<file path="config.mk">
export PLATFORM = sky130hd
export DESIGN_NAME = his_builder_rmw
export DESIGN_NICKNAME = d
export VERILOG_FILES = /design/src/rtl/his_pkg.sv /design/src/rtl/his_rmw_pipe.sv /design/src/rtl/his_builder_rmw.sv
export SDC_FILE = /design/constraint.sdc
export NUM_CORES = 1
export LEC_CHECK = 0
export ABC_AREA = 1
export CORE_AREA = 2 2 134 136
export DETAILED_ROUTE_END_ITERATION = 10
export DIE_AREA = 0 0 136 138
export PLACE_DENSITY = 0.44
export SETUP_SLACK_MARGIN = 0.2
export SLEW_MARGIN = 20
export SYNTH_ARGS = -nofsm -noshare
export SYNTH_HDL_FRONTEND = slang
export SYNTH_HIERARCHICAL = 1
export SYNTH_SLANG_ARGS = --single-unit
</file>
<file path="constraint.sdc">
create_clock -name clk -period 6.8 [get_ports clk]
set_clock_uncertainty 0.2 [all_clocks]
set_input_delay 1.36 -clock clk [delete_from_list [all_inputs] [get_ports clk]]
set_output_delay 1.36 -clock clk [all_outputs]
set_load 0.02 [all_outputs]
</file>
<file path="src/rtl/his_pkg.sv">
// Shared types and sizing helpers for the histogram builder.
package his_pkg;
  localparam int DEF_BIN_W = 8;
  localparam int DEF_PIX_W = 2;
  localparam int DEF_CNT_W = 8;

  typedef enum logic [2:0] {
    S_IDLE, S_CLEAR, S_BUILD, S_DRAIN, S_SCAN, S_DONE
  } his_state_e;

  function automatic int ram_aw(input int pix_w, input int bin_w);
    return pix_w + bin_w;
  endfunction

  function automatic int unsigned cnt_max(input int cnt_w);
    return (32'd1 << cnt_w) - 32'd1;
  endfunction
endpackage

</file>
<file path="src/rtl/his_rmw_pipe.sv">
// Read-modify-write pipeline: issue read, wait for RAM data, write back a
// saturating increment; also owns the RAM port registers for clear and scan.
module his_rmw_pipe
  import his_pkg::*;
#(
  parameter int RAM_AW = 10,
  parameter int CNT_W  = 8
) (
  input  logic              clk,
  input  logic              res,
  input  logic              acc,
  input  logic [RAM_AW-1:0] acc_addr,
  input  logic              rd_req,
  input  logic [RAM_AW-1:0] rd_addr,
  input  logic              clr_req,
  input  logic [RAM_AW-1:0] clr_addr,
  input  logic              sat_clr,
  input  logic [CNT_W-1:0]  rdata,
  output logic              ren,
  output logic [RAM_AW-1:0] raddr,
  output logic              wen,
  output logic [RAM_AW-1:0] waddr,
  output logic [CNT_W-1:0]  wdata,
  output logic              sat_flag,
  output logic              empty
);
  localparam logic [CNT_W-1:0] CNT_MAX = CNT_W'(cnt_max(CNT_W));

  logic [1:0]        vld_pipe;
  logic [RAM_AW-1:0] s2_addr;
  logic              w1_vld;
  logic [RAM_AW-1:0] w1_addr;
  logic [CNT_W-1:0]  w1_data;
  logic [CNT_W-1:0]  base, inc;
  logic              sat_hit;

  assign empty = ~|vld_pipe;

  // The last two writes have not reached rdata yet; the youngest one wins.
  always_comb begin
    base = rdata;
    if (wen && waddr == s2_addr)         base = wdata;
    else if (w1_vld && w1_addr == s2_addr) base = w1_data;
    sat_hit = (base == CNT_MAX);
    inc     = sat_hit ? base : base + CNT_W'(1);
  end

  always_ff @(posedge clk or negedge res) begin
    if (!res) begin
      vld_pipe <= '0;
      ren      <= 1'b0;
      raddr    <= '0;
      s2_addr  <= '0;
      wen      <= 1'b0;
      waddr    <= '0;
      wdata    <= '0;
      w1_vld   <= 1'b0;
      w1_addr  <= '0;
      w1_data  <= '0;
      sat_flag <= 1'b0;
    end else begin
      vld_pipe <= {vld_pipe[0], acc};
      ren      <= acc | rd_req;
      raddr    <= acc ? acc_addr : rd_addr;
      s2_addr  <= raddr;
      wen      <= clr_req | vld_pipe[1];
      waddr    <= clr_req ? clr_addr : s2_addr;
      wdata    <= clr_req ? '0 : inc;
      w1_vld   <= wen;
      w1_addr  <= waddr;
      w1_data  <= wdata;
      sat_flag <= sat_clr ? 1'b0 : (sat_flag | (vld_pipe[1] & sat_hit));
    end
  end
endmodule

</file>
<file path="src/rtl/his_builder_rmw.sv">
// Histogram builder: clears RAM, counts (pixel, bin) events through a forwarded
// RMW pipe. Define PEAK_FIND_EN to add a per-pixel peak scan after each frame.
module his_builder_rmw
  import his_pkg::*;
#(
  parameter int BIN_W = DEF_BIN_W,
  parameter int PIX_W = DEF_PIX_W,
  parameter int CNT_W = DEF_CNT_W,
  localparam int RAM_AW = ram_aw(PIX_W, BIN_W)
) (
  input  logic              clk,
  input  logic              res,
  input  logic              start,
  input  logic              in_valid,
  output logic              in_ready,
  input  logic [PIX_W-1:0]  in_pixel,
  input  logic [BIN_W-1:0]  in_bin,
  input  logic              in_last,
  output logic [RAM_AW-1:0] raddr,
  output logic              ren,
  input  logic [CNT_W-1:0]  rdata,
  output logic [RAM_AW-1:0] waddr,
  output logic              wen,
  output logic [CNT_W-1:0]  wdata,
  output logic              busy,
  output logic              his_done,
  output logic              sat_flag,
  output logic              peak_valid,
  output logic [PIX_W-1:0]  peak_pixel,
  output logic [BIN_W-1:0]  peak_bin,
  output logic [CNT_W-1:0]  peak_count
);
  his_state_e        state;
  logic [RAM_AW:0]   clr_cnt;
  logic              acc, clr_req, sat_clr, pipe_empty, rd_req;
  logic [RAM_AW-1:0] clr_addr, rd_addr;

  assign acc      = in_valid & in_ready;
  assign sat_clr  = (state == S_IDLE) & start;
  assign clr_req  = sat_clr | ((state == S_CLEAR) & ~clr_cnt[RAM_AW]);
  assign clr_addr = (state == S_IDLE) ? '0 : clr_cnt[RAM_AW-1:0];

`ifdef PEAK_FIND_EN
  logic [RAM_AW:0]   scan_cnt;
  logic [1:0]        sc_vld;
  logic [RAM_AW-1:0] sc_addr0, sc_addr1;
  logic [CNT_W-1:0]  max_cnt, cand_cnt;
  logic [BIN_W-1:0]  max_bin, cand_bin, cur_bin;
  logic              take, scan_fin;

  assign rd_req   = ((state == S_DRAIN) & pipe_empty) | ((state == S_SCAN) & ~scan_cnt[RAM_AW]);
  assign rd_addr  = (state == S_DRAIN) ? '0 : scan_cnt[RAM_AW-1:0];
  assign cur_bin  = sc_addr1[BIN_W-1:0];
  // Bin 0 always seeds the running max; strict > keeps the lowest bin on ties.
  assign take     = (cur_bin == '0) || (rdata > max_cnt);
  assign cand_cnt = take ? rdata : max_cnt;
  assign cand_bin = take ? cur_bin : max_bin;
  assign scan_fin = sc_vld[1] & (&sc_addr1);

  always_ff @(posedge clk or negedge res) begin
    if (!res) begin
      scan_cnt   <= '0;
      sc_vld     <= '0;
      sc_addr0   <= '0;
      sc_addr1   <= '0;
      max_cnt    <= '0;
      max_bin    <= '0;
      peak_valid <= 1'b0;
      peak_pixel <= '0;
      peak_bin   <= '0;
      peak_count <= '0;
    end else begin
      peak_valid <= 1'b0;
      sc_vld     <= {sc_vld[0], rd_req};
      sc_addr0   <= rd_addr;
      sc_addr1   <= sc_addr0;
      if (rd_req) scan_cnt <= {1'b0, rd_addr} + 1'b1;
      if (sc_vld[1]) begin
        max_cnt <= cand_cnt;
        max_bin <= cand_bin;
        if (&cur_bin) begin
          peak_valid <= 1'b1;
          peak_pixel <= sc_addr1[RAM_AW-1:BIN_W];
          peak_bin   <= cand_bin;
          peak_count <= cand_cnt;
        end
      end
    end
  end
`else
  assign rd_req     = 1'b0;
  assign rd_addr    = '0;
  assign peak_valid = 1'b0;
  assign peak_pixel = '0;
  assign peak_bin   = '0;
  assign peak_count = '0;
`endif

  always_ff @(posedge clk or negedge res) begin
    if (!res) begin
      state    <= S_IDLE;
      clr_cnt  <= '0;
      in_ready <= 1'b0;
      busy     <= 1'b0;
      his_done <= 1'b0;
    end else begin
      his_done <= 1'b0;
      case (state)
        S_IDLE: if (start) begin
          state   <= S_CLEAR;
          clr_cnt <= {{RAM_AW{1'b0}}, 1'b1};
          busy    <= 1'b1;
        end
        S_CLEAR: begin
          if (clr_cnt[RAM_AW]) begin
            state    <= S_BUILD;
            in_ready <= 1'b1;
          end else begin
            clr_cnt <= clr_cnt + 1'b1;
          end
        end
        S_BUILD: if (acc && in_last) begin
          state    <= S_DRAIN;
          in_ready <= 1'b0;
        end
        S_DRAIN: if (pipe_empty) begin
`ifdef PEAK_FIND_EN
          state <= S_SCAN;
`else
          state    <= S_DONE;
          his_done <= 1'b1;
`endif
        end
`ifdef PEAK_FIND_EN
        S_SCAN: if (scan_fin) begin
          state    <= S_DONE;
          his_done <= 1'b1;
        end
`endif
        S_DONE: begin
          state <= S_IDLE;
          busy  <= 1'b0;
        end
        default: state <= S_IDLE;
      endcase
    end
  end

  his_rmw_pipe #(.RAM_AW(RAM_AW), .CNT_W(CNT_W)) u_pipe (
    .clk      (clk),
    .res      (res),
    .acc      (acc),
    .acc_addr ({in_pixel, in_bin}),
    .rd_req   (rd_req),
    .rd_addr  (rd_addr),
    .clr_req  (clr_req),
    .clr_addr (clr_addr),
    .sat_clr  (sat_clr),
    .rdata    (rdata),
    .ren      (ren),
    .raddr    (raddr),
    .wen      (wen),
    .waddr    (waddr),
    .wdata    (wdata),
    .sat_flag (sat_flag),
    .empty    (pipe_empty)
  );
endmodule

</file>
==> impl_metrics.xml <==
<?xml version="1.0" encoding="UTF-8"?>
<metrics>
  <group name="floorplan">
    <metric name="coreArea" unit="um^2">17500</metric>
    <metric name="initial_util" unit="%">24.2</metric>
    <metric name="pin_count" unit="">76</metric>
    <metric name="die_height" unit="um">138</metric>
    <metric name="floorplan.die_area" unit="um^2">18800</metric>
    <metric name="die_width" unit="um">136</metric>
    <metric name="number_of_core_rows" unit="">49</metric>
  </group>
  <group name="final_layout">
    <metric name="area.growth.synth_to_final" unit="%">25.1</metric>
    <metric name="finalCoreUtilization" unit="%">30.2</metric>
    <metric name="final_layout_size_suffix_gt1_share" unit="%">9.79</metric>
    <metric name="nets" unit="">653</metric>
    <metric name="antenna-diode-count" unit="">0</metric>
    <metric name="final_non_filler_cell_total" unit="">862</metric>
  </group>
  <group name="timing">
    <metric name="report.final.setup_viol" unit="">0</metric>
    <metric name="max_clock_freq" unit="GHz">0.310</metric>
    <metric name="tightestPinTransition" unit="ns">0.757</metric>
    <metric name="final-hold-violation-count" unit="">0</metric>
    <metric name="rsz0062_at_grt" unit="">no</metric>
    <metric name="fin_worst_hold_slack" unit="ns">0.176</metric>
    <metric name="report.final.slew_viol_count" unit="">0</metric>
    <metric name="setup_tns" unit="ns">0</metric>
    <metric name="final.period_utilization" unit="%">47.4</metric>
    <metric name="period_needed" unit="ns">3.22</metric>
    <metric name="max_slew_margin" unit="%">49.5</metric>
  </group>
  <group name="synth">
    <metric name="synth.top_cells.by_count" unit="">nand2_1, dfrtp_1, inv_1</metric>
    <metric name="synth_enable_flop_cells" unit="">0</metric>
    <metric name="synth.avg_cell_area" unit="um^2">7.60</metric>
    <metric name="synthesis.area" unit="um^2">4240</metric>
    <metric name="synthFlopType" unit="">dfrtp_1</metric>
    <metric name="synth_simple_gate_area_share" unit="%">35.1</metric>
    <metric name="muxShareOfSynthArea" unit="%">0</metric>
    <metric name="synth.ff_latch_count" unit="">79</metric>
    <metric name="postSynth.asyncResetShare" unit="%">100</metric>
    <metric name="ys_top_cells_by_area" unit="">dfrtp_1, nand2_1, inv_1, nor2_1, nand3_1</metric>
    <metric name="synth_top_cell_area_share" unit="%">46.6</metric>
    <metric name="synth_cell_types" unit="">37</metric>
    <metric name="area_share_of_xor_xnor_cells_in_the_synthesized_design" unit="%">0.413</metric>
    <metric name="yosysSeqAreaShare" unit="%">46.6</metric>
    <metric name="ys_warn_count" unit="">6</metric>
    <metric name="synth_top_family_by_area" unit="">simple AND/OR/NAND/NOR gates</metric>
    <metric name="synth_fa_ha_area_share" unit="%">0.590</metric>
    <metric name="synth_most_common_cell" unit="">nand2_1</metric>
    <metric name="synthCells" unit="">558</metric>
    <metric name="synthDominantAreaCellType" unit="">dfrtp_1</metric>
    <metric name="synth_compound_area_share" unit="%">6.05</metric>
  </group>
  <group name="setup_path">
    <metric name="setup.worst_path.start_class" unit="">flop</metric>
    <metric name="critPathBufInv" unit="">1</metric>
    <metric name="rr_startpoint" unit="">u_pipe/wen</metric>
    <metric name="worstPathMaxFanout" unit="">10</metric>
    <metric name="r2r-end" unit="">u_pipe/wdata[0]</metric>
    <metric name="path_depth" unit="">1</metric>
    <metric name="slowest_delay" unit="ns">0.70</metric>
    <metric name="critical_path_s_top_delay_family" unit="">buffers and inverters</metric>
    <metric name="regToRegSetupSlack" unit="ns">3.86</metric>
    <metric name="worst_ep_required_time" unit="ns">5.24</metric>
    <metric name="timing.critical_path.to_type" unit="">output pin</metric>
    <metric name="path_class" unit="">reg2out</metric>
    <metric name="timing.critical_path.slowest_stage_cell" unit="">clkdlybuf4s50_1</metric>
    <metric name="worst-r2r-cell-count" unit="">13</metric>
    <metric name="crit_path_cell_trace" unit="">clkdlybuf4s50_1</metric>
    <metric name="worst-endpoint-arrival" unit="ns">1.66</metric>
  </group>
  <group name="routing">
    <metric name="detailedRoute.firstPassIterationCount" unit="">4</metric>
    <metric name="wire_per_inst" unit="um">12.8</metric>
    <metric name="drtIter0Drc" unit="">218</metric>
    <metric name="remaining_antenna_violation_count_after_routing" unit="">0</metric>
    <metric name="wire_length_after_detailed_routing" unit="mm">11.0</metric>
    <metric name="vias_per_cell" unit="">4.18</metric>
    <metric name="drcViolationCount" unit="">0</metric>
    <metric name="route.vias.total" unit="">3600</metric>
  </group>
  <group name="global_routing">
    <metric name="number_of_antenna_violations_at_the_first_check_in_global_routing" unit="">0</metric>
    <metric name="grt_usage" unit="%">12.7</metric>
    <metric name="first_global_vias" unit="">3653</metric>
    <metric name="gr-total-overflow" unit="">0</metric>
    <metric name="grt_start_max_net_pins" unit="">80</metric>
    <metric name="grt_first_pass_wirelength" unit="mm">18.4</metric>
  </group>
  <group name="clocking">
    <metric name="cts_sinks" unit="">79</metric>
    <metric name="cts_buffer_depth" unit="">2</metric>
    <metric name="worst_skew_pair.late_latency" unit="ns">0.35</metric>
    <metric name="cts-buffers-inserted" unit="">9</metric>
    <metric name="post_cts_hold_buffer_count" unit="">0</metric>
    <metric name="worst_setup_hold_path_clk_slew" unit="ns">0.06</metric>
    <metric name="tritoncts" unit="">built</metric>
    <metric name="clock_tree.root_cell" unit="">clkbuf_16</metric>
    <metric name="cts.htree.levels" unit="">3</metric>
    <metric name="cts_repair_resize_count" unit="">0</metric>
    <metric name="post_cts_buffers" unit="">0</metric>
  </group>
  <group name="placement">
    <metric name="finalWeightedCongestion" unit="">0.864</metric>
    <metric name="place.detailed.instances" unit="">846</metric>
    <metric name="io_buffers" unit="">56</metric>
    <metric name="dp_hpwl" unit="mm">8.16</metric>
  </group>
  <group name="flow_run">
    <metric name="cap_violations" unit="">0</metric>
  </group>
  <group name="worst_hold_path">
    <metric name="hold-path-cell-count" unit="">0</metric>
    <metric name="whs_endpoint" unit="">u_pipe/s2_addr[6]</metric>
    <metric name="hold_class" unit="">reg2reg</metric>
    <metric name="min_from" unit="">u_pipe/raddr[6]</metric>
  </group>
  <group name="power_and_ir_drop">
    <metric name="worst_supply_voltage_drop_on_vdd" unit="V">0.000197</metric>
    <metric name="leakage" unit="nW">2.60</metric>
    <metric name="power_per_cell_area" unit="nW/um^2">413</metric>
  </group>
  <group name="outcome">
    <metric name="status" unit="">finished, final reports clean</metric>
  </group>
</metrics>
through the flow:
stage	area, um^2	power [W]	setup slack (ns)
after floorplan	4350	0.00139	4.19
after global placement	5010	0.00173	3.56
after detailed placement	5010	0.00174	3.54
after CTS	5300	0.00222	3.53
after global routing	5300	0.00238	3.51
final	5300	0.00219	3.58
how the worst max path moves through the flow:
| stage | start | to |
|---|---|---|
| 3_3_place_gp | rdata[0] | u_pipe/wdata[1] |
| 3_5_place_dp | rdata[0] | u_pipe/wdata[1] |
| 5_1_grt | u_pipe/wen | wen |
| 6_report | u_pipe/wen | wen |
| 2_1_floorplan | rdata[0] | u_pipe/wdata[0] |
| 4_1_cts | u_pipe/wen | wen |
cell families after synthesis:
kind of cell / Yosys count
AND/OR/NAND/NOR: 324
flip-flops: 79
AO/OA/AOI/OAI: 46
buffers and inverters: 104
adder cells (fa/ha/maj): 2
XOR/XNOR: 2
other: 1
power by group:
| group | internal [W] | switching, W |
|---|---|---|
| registers | 0.000642 | 0.000156 |
| logic | 0.000334 | 0.000591 |
| clock network | 0.000266 | 0.000202 |
flip-flops by register name, indices dropped and copies added, names as in the netlist, 2 cells and up:
signal	cells
clr_cnt	11
u_pipe/raddr	10
u_pipe/s2_addr	10
u_pipe/w1_addr	10
u_pipe/waddr	10
u_pipe/w1_data	8
u_pipe/wdata	8
state	3
u_pipe/vld_pipe	2
cell type report:
cell class	count	area [um^2]
clock buffer	11	253
clock inverter	5	32.5
fill	1897	12200
inverter	78	293
multi-input combinational	404	1900
sequential	79	1980
tap	229	287
timing repair buffer	56	562
placed cells by master (no fill, tap or decap), types with 9 or more instances in the layout:
| cell type | netlist | final |
|---|---|---|
| o21ai_0 | 24 | 24 |
| nand3_1 | 39 | 39 |
| nand2_1 | 174 | 174 |
| clkdlybuf4s50_1 | 0 | 55 |
| inv_1 | 66 | 66 |
| conb_1 | 1 | 30 |
| inv_2 | 11 | 11 |
| dfrtp_1 | 79 | 79 |
| nor2_1 | 54 | 54 |
| clkbuf_16 | 0 | 9 |
| a21oi_1 | 10 | 10 |
| nand4_1 | 15 | 15 |
layer usage:
layer	GRT usage [%]	wire length, um	vias up
met5	0	0	-
met3	2.57	422	18
li1	-	-	1833
met1	17.4	5440	1676
met2	19.2	4920	73
met4	5.70	235	0
(Power assumes the default switching activity.)
